[config.mk]
export PLATFORM = sky130hd
export DESIGN_NAME = decoder_scan_driver
export DESIGN_NICKNAME = d
export VERILOG_FILES = /design/src/rtl/decoder_scan_driver.sv
export SDC_FILE = /design/constraint.sdc
export NUM_CORES = 1
export LEC_CHECK = 0
export CAP_MARGIN = 0
export CORE_MARGIN = 2
export CORE_UTILIZATION = 52
export DETAILED_ROUTE_END_ITERATION = 8
export GPL_TIMING_DRIVEN = 0
export PLACE_DENSITY = 0.88
export SYNTH_ARGS = -nofsm -noshare
export SYNTH_HDL_FRONTEND = slang
export SYNTH_SLANG_ARGS = --single-unit
[constraint.sdc]
create_clock -name clk -period 3 [get_ports clk]
set_clock_uncertainty 0.05 [all_clocks]
set_input_delay 0.9 -clock clk [delete_from_list [all_inputs] [get_ports clk]]
set_output_delay 0.9 -clock clk [all_outputs]
set_load 0.005 [all_outputs]
[src/rtl/decoder_scan_driver.sv]
// -----------------------------------------------------------------------------
// decoder_scan_driver
//
// Purpose:
//   Upstream sequencer for a 2-to-4 decoder with select inputs A (MSB), B (LSB)
//   and enable E. It steps a 2-bit channel through 0..3. Each channel owns a
//   slot of PRESCALE clock cycles. E is held low for the first BLANK cycles of
//   every slot so that the select lines settle before the decoder is enabled.
//   The block either scans continuously (run) or performs one four-slot sweep
//   (single).
//
// Parameters:
//   PRESCALE  clock cycles per slot, 2..65535
//   BLANK     cycles with E=0 at the start of each slot, 0..PRESCALE-1
//
// Ports:
//   clk            in   rising-edge system clock
//   rst_n          in   asynchronous active-low reset
//   run            in   level, 1 = scan continuously
//   single         in   pulse, request one sweep (honoured only while idle)
//   mask[3:0]      in   per-channel enable, mask[n]=0 keeps E low in slot n
//   a              out  select MSB (channel bit 1)
//   b              out  select LSB (channel bit 0)
//   e              out  decoder enable
//   slot_tick      out  1-cycle pulse on the first cycle of every slot
//   sweep_done     out  1-cycle pulse on the last cycle of slot 3
//   busy           out  high while a sweep is in progress
//   dbg_state      out  FSM state (0 = IDLE, 1 = SCAN)
//   dbg_ch[1:0]    out  current channel register
//   dbg_cnt[15:0]  out  current in-slot cycle counter
//   dbg_mode_run   out  run mode latched at the start of the current sweep
//
// Handshake / control semantics:
//   There is no valid/ready pair here. run is a level and single is a pulse;
//   both are sampled on the rising clock edge only while the FSM is IDLE. A
//   single pulse seen while busy (including the sweep_done cycle) is dropped,
//   not queued. At the end of slot 3 the level of run on that edge decides
//   between wrapping straight back to channel 0 and returning to IDLE.
// -----------------------------------------------------------------------------
module decoder_scan_driver #(
    parameter int PRESCALE = 4,
    parameter int BLANK    = 1
) (
    input  logic        clk,
    input  logic        rst_n,
    input  logic        run,
    input  logic        single,
    input  logic [3:0]  mask,
    output logic        a,
    output logic        b,
    output logic        e,
    output logic        slot_tick,
    output logic        sweep_done,
    output logic        busy,
    output logic        dbg_state,
    output logic [1:0]  dbg_ch,
    output logic [15:0] dbg_cnt,
    output logic        dbg_mode_run
);

    // The counter is sized for the largest legal PRESCALE so one width serves
    // every configuration.
    localparam logic [15:0] LAST_CNT = 16'(PRESCALE - 1);
    localparam logic [15:0] BLANK_C  = 16'(BLANK);

    typedef enum logic {
        IDLE = 1'b0,
        SCAN = 1'b1
    } state_t;

    // -------------------------------------------------------------------------
    // State and datapath registers
    // -------------------------------------------------------------------------
    state_t      state_q, state_d;
    logic [15:0] cnt_q,   cnt_d;
    logic [1:0]  ch_q,    ch_d;
    logic [3:0]  mask_q,  mask_d;
    logic        mode_run_q, mode_run_d;

    // Next values of the registered outputs
    logic a_d, b_d, e_d, slot_tick_d, sweep_done_d, busy_d;

    logic slot_end;
    logic sweep_end;
    logic start_req;

    assign slot_end  = (cnt_q == LAST_CNT);
    assign sweep_end = slot_end && (ch_q == 2'd3);
    assign start_req = run || single;

    // -------------------------------------------------------------------------
    // Process 1: state register (plus the counters that move with it)
    // -------------------------------------------------------------------------
    always_ff @(posedge clk or negedge rst_n) begin
        if (!rst_n) begin
            state_q    <= IDLE;
            cnt_q      <= '0;
            ch_q       <= '0;
            mask_q     <= '0;
            mode_run_q <= 1'b0;
        end else begin
            state_q    <= state_d;
            cnt_q      <= cnt_d;
            ch_q       <= ch_d;
            mask_q     <= mask_d;
            mode_run_q <= mode_run_d;
        end
    end

    // -------------------------------------------------------------------------
    // Process 2: next-state logic
    // -------------------------------------------------------------------------
    // mask is captured on every edge that begins a slot, so a change that
    // arrives mid-slot only shows up from the following slot onwards.
    always_comb begin
        state_d    = state_q;
        cnt_d      = cnt_q;
        ch_d       = ch_q;
        mask_d     = mask_q;
        mode_run_d = mode_run_q;

        case (state_q)
            IDLE: begin
                if (start_req) begin
                    state_d    = SCAN;
                    cnt_d      = '0;
                    ch_d       = 2'd0;
                    mask_d     = mask;
                    mode_run_d = run;
                end
            end

            SCAN: begin
                if (!slot_end) begin
                    cnt_d = cnt_q + 16'd1;
                end else if (!sweep_end) begin
                    // Ordinary slot boundary inside a sweep.
                    cnt_d  = '0;
                    ch_d   = ch_q + 2'd1;
                    mask_d = mask;
                end else if (run) begin
                    // Continuous mode: wrap to channel 0 with no idle cycle.
                    cnt_d      = '0;
                    ch_d       = 2'd0;
                    mask_d     = mask;
                    mode_run_d = run;
                end else begin
                    // Sweep finished; the sweep is never cut short, the
                    // decision is taken only here.
                    state_d    = IDLE;
                    cnt_d      = '0;
                    ch_d       = 2'd0;
                    mode_run_d = 1'b0;
                end
            end

            default: begin
                state_d = IDLE;
                cnt_d   = '0;
                ch_d    = 2'd0;
            end
        endcase
    end

    // -------------------------------------------------------------------------
    // Process 3: output logic
    // -------------------------------------------------------------------------
    // Outputs are computed from the next-state values and then registered, so
    // every output changes exactly on a clock edge together with the state it
    // describes and nothing from the input pins reaches an output pin without
    // passing a flop. With BLANK>=1 the select lines move on an edge where E
    // is being driven low; with BLANK=0 select and enable move on the same
    // edge.
    always_comb begin
        a_d          = 1'b0;
        b_d          = 1'b0;
        e_d          = 1'b0;
        slot_tick_d  = 1'b0;
        sweep_done_d = 1'b0;
        busy_d       = 1'b0;

        if (state_d == SCAN) begin
            a_d          = ch_d[1];
            b_d          = ch_d[0];
            e_d          = (cnt_d >= BLANK_C) && mask_d[ch_d];
            slot_tick_d  = (cnt_d == 16'd0);
            sweep_done_d = (cnt_d == LAST_CNT) && (ch_d == 2'd3);
            busy_d       = 1'b1;
        end
    end

    // Output registers; reset drives every output low immediately.
    always_ff @(posedge clk or negedge rst_n) begin
        if (!rst_n) begin
            a          <= 1'b0;
            b          <= 1'b0;
            e          <= 1'b0;
            slot_tick  <= 1'b0;
            sweep_done <= 1'b0;
            busy       <= 1'b0;
        end else begin
            a          <= a_d;
            b          <= b_d;
            e          <= e_d;
            slot_tick  <= slot_tick_d;
            sweep_done <= sweep_done_d;
            busy       <= busy_d;
        end
    end

    // -------------------------------------------------------------------------
    // Debug visibility
    // -------------------------------------------------------------------------
    assign dbg_state    = (state_q == SCAN);
    assign dbg_ch       = ch_q;
    assign dbg_cnt      = cnt_q;
    assign dbg_mode_run = mode_run_q;

endmodule
# Word level (Yosys, flattened, before mapping)

Cells that the tools add are included.

Register bits: 30
Bits of input ports: 8
Output and inout port bits: 26
Logic and storage cells: 58

Add/subtract/negate cells: 2
Order comparisons: 2
Equal/unequal tests: 7
Muxes and demuxes: 29
Bitwise operators: 1
Reduce and logical (&&, ||, !) cells: 6

Operator list:

| cell                                                                         | number |
|---|---|
| 16-bit by 2-bit equality test with 1-bit output, second input constant       | 2 |
| 16-bit 2-to-1 mux                                                            | 2 |
| 16-bit case mux with 2 select lines                                          | 1 |
| 16-bit by 1-bit adder with 16-bit output, second input constant              | 1 |
| 16-bit by 1-bit >= comparator with 1-bit output, second input constant       | 1 |
| 16-bit zero test                                                             | 1 |
| 4-bit 2-to-1 mux                                                             | 4 |
| 1-bit 2-to-1 mux                                                             | 14 |
| 4-bit case mux with 2 select lines                                           | 1 |
| 2-bit 2-to-1 mux                                                             | 3 |
| 2-bit equality test, second input constant                                   | 2 |
| 2-bit by 1-bit inequality test with 1-bit output, second input constant      | 2 |
| 1-bit case mux with 2 select lines                                           | 2 |
| 2-bit case mux with 2 select lines                                           | 1 |
| 1-bit logical AND                                                            | 3 |
| 2-bit by 3-bit less-than comparator with 1-bit output, second input constant | 1 |
| 3-bit AND reduction                                                          | 1 |
| 2-bit by 1-bit adder with 2-bit output, second input constant                | 1 |
| 1-bit binary-select mux with 2-bit select                                    | 1 |
| 2-bit inequality test, second input constant                                 | 1 |
| 1-bit logical OR                                                             | 1 |
| 1-bit inverter                                                               | 1 |

# Longest topological paths before layout

Depth after elaboration: 9
Gate-level depth with buffers: 9
Gate-level depth less buffers: 8

# Worst setup path after synthesis

Ideal clock, no wire load.

Kind: input-to-reg
From: input port run
To: register e
Setup time: 0.073 ns
Data arrival time: 2.345 ns
Data required time: 2.877 ns
Path slack: 0.532 ns
Stages: 7
Path buffers: 0
Path through: nor3_1 nor2_1 a32o_1 a21oi_1 a2111oi_4 nand4b_2 a2bb2oi_2

Longest elaborated chain between the ends: 8
Elaborated cells between the ends (all ways): 20
Classes of those cells: 1 x order compare; 17 x mux; 2 x reduce/logical

Ends and longest elaborated chain:

| element                                                                                 | line | text |
|---|---|---|
| start: declaration                                                                      | 46   | `input logic run,` |
| branches (longest 7 deep; another with 16-bit by 1-bit >= comparator with 1-bit output) | -    |  |
| 1-bit 2-to-1 mux (*)                                                                    | 182  | `if (state_d == SCAN) begin` |
| net e_d                                                                                 | 81   | `logic a_d, b_d, e_d, slot_tick_d, sweep_done_d, busy_d;` |
| end signal: assignment                                                                  | 197  | `e <= 1'b0;` |
| end signal: assignment                                                                  | 204  | `e <= e_d;` |
| end: declaration                                                                        | 51   | `output logic e,` |

Mark *: on every way through the listed nets, which the timed path passes. The select of a mux whose other input is x is not followed.
A chain may end at the register's enable or synchronous reset.

# Final worst setup path

From: register cnt_q[0] (netlist: dbg_cnt[0])
To: register e

Longest elaborated chain between the ends: 9
Elaborated cells between the ends (all ways): 20
Classes of those cells: 1 x add/sub; 1 x order compare; 1 x eq/ne; 15 x mux; 2 x reduce/logical

Ends and longest elaborated chain:

| element                                             | line | text |
|---|---|---|
| start: declaration                                  | 75   | `logic [15:0] cnt_q, cnt_d;` |
| start signal: assignment                            | 103  | `cnt_q <= cnt_d;` |
| 16-bit by 2-bit equality test with 1-bit output (*) | 87   | `assign slot_end = (cnt_q == LAST_CNT);` |
| 1-bit logical AND                                   | 88   | `assign sweep_end = slot_end && (ch_q == 2'd3);` |
| 4-bit 2-to-1 mux                                    | 136  | `end else if (!sweep_end) begin` |
| 4-bit 2-to-1 mux (*)                                | 134  | `if (!slot_end) begin` |
| 4-bit case mux with 2 select lines (*)              | 122  | `case (state_q)` |
| net mask_d[0]                                       | 77   | `logic [3:0] mask_q, mask_d;` |
| 1-bit binary-select mux with 2-bit select (*)       | 185  | `e_d = (cnt_d >= BLANK_C) && mask_d[ch_d];` |
| 1-bit 2-to-1 mux (implied by the code) (*)          | 185  |  |
| 1-bit logical AND (*)                               | 185  |  |
| 1-bit 2-to-1 mux (*)                                | 182  |  |
| net e_d                                             | 81   |  |

The timed path passes the listed nets; every way through them passes the cells marked *. The select of a mux whose other input is x is not followed.

==> impl_metrics.py <==
metrics = {
    "drt": {
        "wirelength_mm": 4.24,
        "antenna_left": 0,
        "vias": 1634,
        "drc": 0,
        "wl_per_cell_um": 15.4,
        "drt_first_pass_iters": 4,
        "dr.first_iter.drc_count": 59,
        "via_per_inst": 5.94,
    },
    "hold_path": {
        "hold_class": "flip-flop to flip-flop",
        "holdPathStages": 1,
        "hold_start": "mask_q[1]",
        "min_to": "mask_q[1]",
    },
    "final_layout": {
        "nets": 238,
        "final_cells": 275,
        "n_fill_cell": 299,
        "finalCoreUtilization_pct": 68.5,
        "n_antenna_cell": 0,
        "multi_input_area_um2": 973,
        "drive_above_1_share_pct": 20.1,
        "final-seq-area_um2": 726,
        "area_growth_pct": 26.1,
    },
    "clock_network": {
        "htree_levels": 2,
        "cts_buffer_depth": 2,
        "cts_made_buffers": 5,
        "cts_setup_buffers": 0,
        "cts_root_buf": "clkbuf_4",
        "cts_tree": "yes",
        "cts_resized": 1,
        "cts_hold_buf": 0,
        "cts.sinks": 29,
        "path_clk_slew_ps": 110,
        "clk_latency_ps": 340,
    },
    "setup_path": {
        "crit_fanout": 7,
        "r2r_setup_slack_ps": 250,
        "r2r_end": "e",
        "critPathRequiredTime_ps": 3190,
        "crit_type": "flip-flop to flip-flop",
        "cp.arrival_ps": 2930,
        "cp-start-kind": "flip-flop",
        "crit_buf_inv": 0,
        "cpMaxStageDelayCell": "o22ai_1",
        "r2r_cells": 8,
        "path_delay_family": "multiplexers",
        "critical_path.endpoint_type": "flip-flop",
        "path_cells": "ha_1, nor4b_2, nand4_2, o22ai_1, mux2_2, mux2_1, nand3b_1, a2bb2oi_2",
        "cpPeakStageDelay_ps": 440,
        "r2r-start": "dbg_cnt[0]",
    },
    "synthesis": {
        "netlist_area_mm2": 0.00183,
        "synth_edf_count": 0,
        "synth_area_leader_cell": "dfrtp_1",
        "synthAdderAreaFrac_pct": 1.37,
        "synth_nets": 198,
        "synth.distinct_cells": 54,
        "synth_area_leaders": "dfrtp_1 (40%), o21ai_0 (5.5%), mux2_2 (3.7%)",
        "synth_compound_area_share_pct": 20.1,
        "ys.flop_type": "dfrtp_1",
        "syn_area_per_cell_um2": 9.72,
        "synth_simple_gate_area_share_pct": 24.9,
        "synth_mux_area_share_pct": 4.32,
        "synth_xor_xnor_area_share_pct": 2.40,
        "yosysMostFrequentCell": "dfrtp_1",
        "synth_top_area_share_pct": 39.7,
        "synthTopCellsByCount": "dfrtp_1 (29), o21ai_0 (20), nand2_1 (17)",
        "synthArstFlopShare_pct": 100,
        "ys_seq_area_share_pct": 39.7,
        "synth_top_family_by_area": "simple AND/OR/NAND/NOR gates",
        "yosys_warnings": 0,
        "ys_ff_latch": 29,
        "synthCells": 188,
    },
    "grt": {
        "grt_use_total_pct": 23.5,
        "grt_use_met2_pct": 38.3,
        "busiest_layer": "met2",
        "antenna_found_initial": 0,
        "use_met1_pct": 29.2,
        "met3_usage_pct": 6.79,
        "grt_max_degree": 30,
        "grt_pass1_vias": 1557,
        "grt-ovfl-total": 0,
        "grt_pass1_wl_mm": 7.33,
    },
    "place": {
        "portBuffers": 33,
        "dpl.hpwl_mm": 3.12,
        "place_ws_ps": -379,
        "place_congestion": 0.896,
        "dp_cells": 267,
    },
    "sta": {
        "slew_viol_final": 0,
        "hold_viol": 0,
        "slew_headroom_pct": 57.6,
        "max_freq_mhz": 364,
        "grt_setup_unrepaired": "false",
        "period_share_pct": 91.6,
        "finalCriticalPeriod_ps": 2750,
        "timing.hold.ws_ps": 455,
        "report.final.setup_viol": 0,
        "layout_setup_ws_ps": 253,
        "worst_pin_slew_ps": 636,
    },
    "outcome": {
        "status": "complete, no violations",
    },
    "floorplan": {
        "start_util_pct": 54.3,
        "die_area_mm2": 0.00400,
        "ios": 34,
        "rows": 21,
        "core_area_mm2": 0.00336,
        "die_h_um": 63.3,
        "fp.dieW_um": 63.3,
    },
    "power": {
        "p_seq_share_pct": 49.3,
        "p_per_area_mw_per_mm2": 362,
        "internal_power_w": 0.000637,
        "ir_drop_v": 0.000406,
        "netSwitchingFraction_pct": 23.5,
        "combPwrFrac_pct": 8.7,
        "clkPwrFrac_pct": 42.0,
        "p_sw_w": 0.000196,
        "leakage_nw": 0.974,
    },
    "flow_run": {
        "maxCapViolCount": 0,
    },
}
==> area by class of cell <==
cell class              instances  area share (%)
plain buffers                  13            4.45
clock buffers                   6            2.23
clock inverters                 2            1.63
inverters                       8            1.30
multi-input cells             138            42.3
flip-flops and latches         29            31.5
well taps                      46            2.50
repair buffers                 33            14.1
==> state kept, by name, summed over array words and instances (netlist names) <==
signal,cells
dbg_cnt,16
sweep_done,1
b,1
e,1
a,1
busy,1
mask_q,4
dbg_mode_run,1
slot_tick,1
dbg_ch,2
==> how the worst max path moves through the flow <==
stage          startpoint         to  slack (ps)  cells after the start
2_1_floorplan         run          e         530                      7
3_3_place_gp          run  slot_tick        -310                      8
3_5_place_dp          run  slot_tick        -380                      8
4_1_cts        dbg_cnt[0]          e         270                      8
5_1_grt        dbg_cnt[0]          e          80                      8
6_report       dbg_cnt[0]          e         250                      8
==> layout by cell type (no fill, tap or decap), drive strengths merged, types with 3 or more instances in the layout <==
cell type	Yosys	routed
clkdlybuf4s50	0	32
dfrtp	29	29
o21ai	20	20
nand2	17	17
nor2	12	12
clkbuf	5	11
buf	8	9
inv	8	8
nand3	8	8
a21oi	7	7
mux2	7	7
nor3	6	6
and4	5	5
a31oi	4	4
nand4	4	4
nor4	4	4
and3	3	3
xor2	3	3
and2	3	3
or3	3	3
a21o	3	3
==> layer usage <==
metal	up-vias	share of wire (%)
li1	776	-
met1	790	41
met2	57	50
met3	11	7.4
met4	0	2.1
met5	-	0
==> metrics by stage <==
stage / total power (W) / TNS, ps / cell area (um^2)
6_report: 0.000833 / 0 / 2300
5_1_grt: 0.000872 / 0 / 2300
4_1_cts: 0.000838 / 0 / 2310
3_5_place_dp: 0.000492 / -1120 / 2210
3_3_place_gp: 0.000490 / -905 / 2210
2_1_floorplan: 0.000453 / 0 / 1830
==> power groups by stage <==
| stage | clock [W] | sequential [W] | combinational, W |
|---|---|---|---|
| after floorplan | 0 | 0.000417 | 0.0000358 |
| after global placement | 0 | 0.000418 | 0.0000720 |
| after detailed placement | 0 | 0.000418 | 0.0000737 |
| after CTS | 0.000353 | 0.000410 | 0.0000742 |
| after global routing | 0.000380 | 0.000412 | 0.0000805 |
| final | 0.000350 | 0.000411 | 0.0000728 |
==> logic make-up after synthesis <==
kind of cell,Yosys count
flip-flops,29
multiplexers,7
AO/OA/AOI/OAI,51
buffers and inverters,21
AND/OR/NAND/NOR,73
XOR/XNOR,5
adder cells (fa/ha/maj),2
No activity file was read; power rests on OpenSTA's default activity.
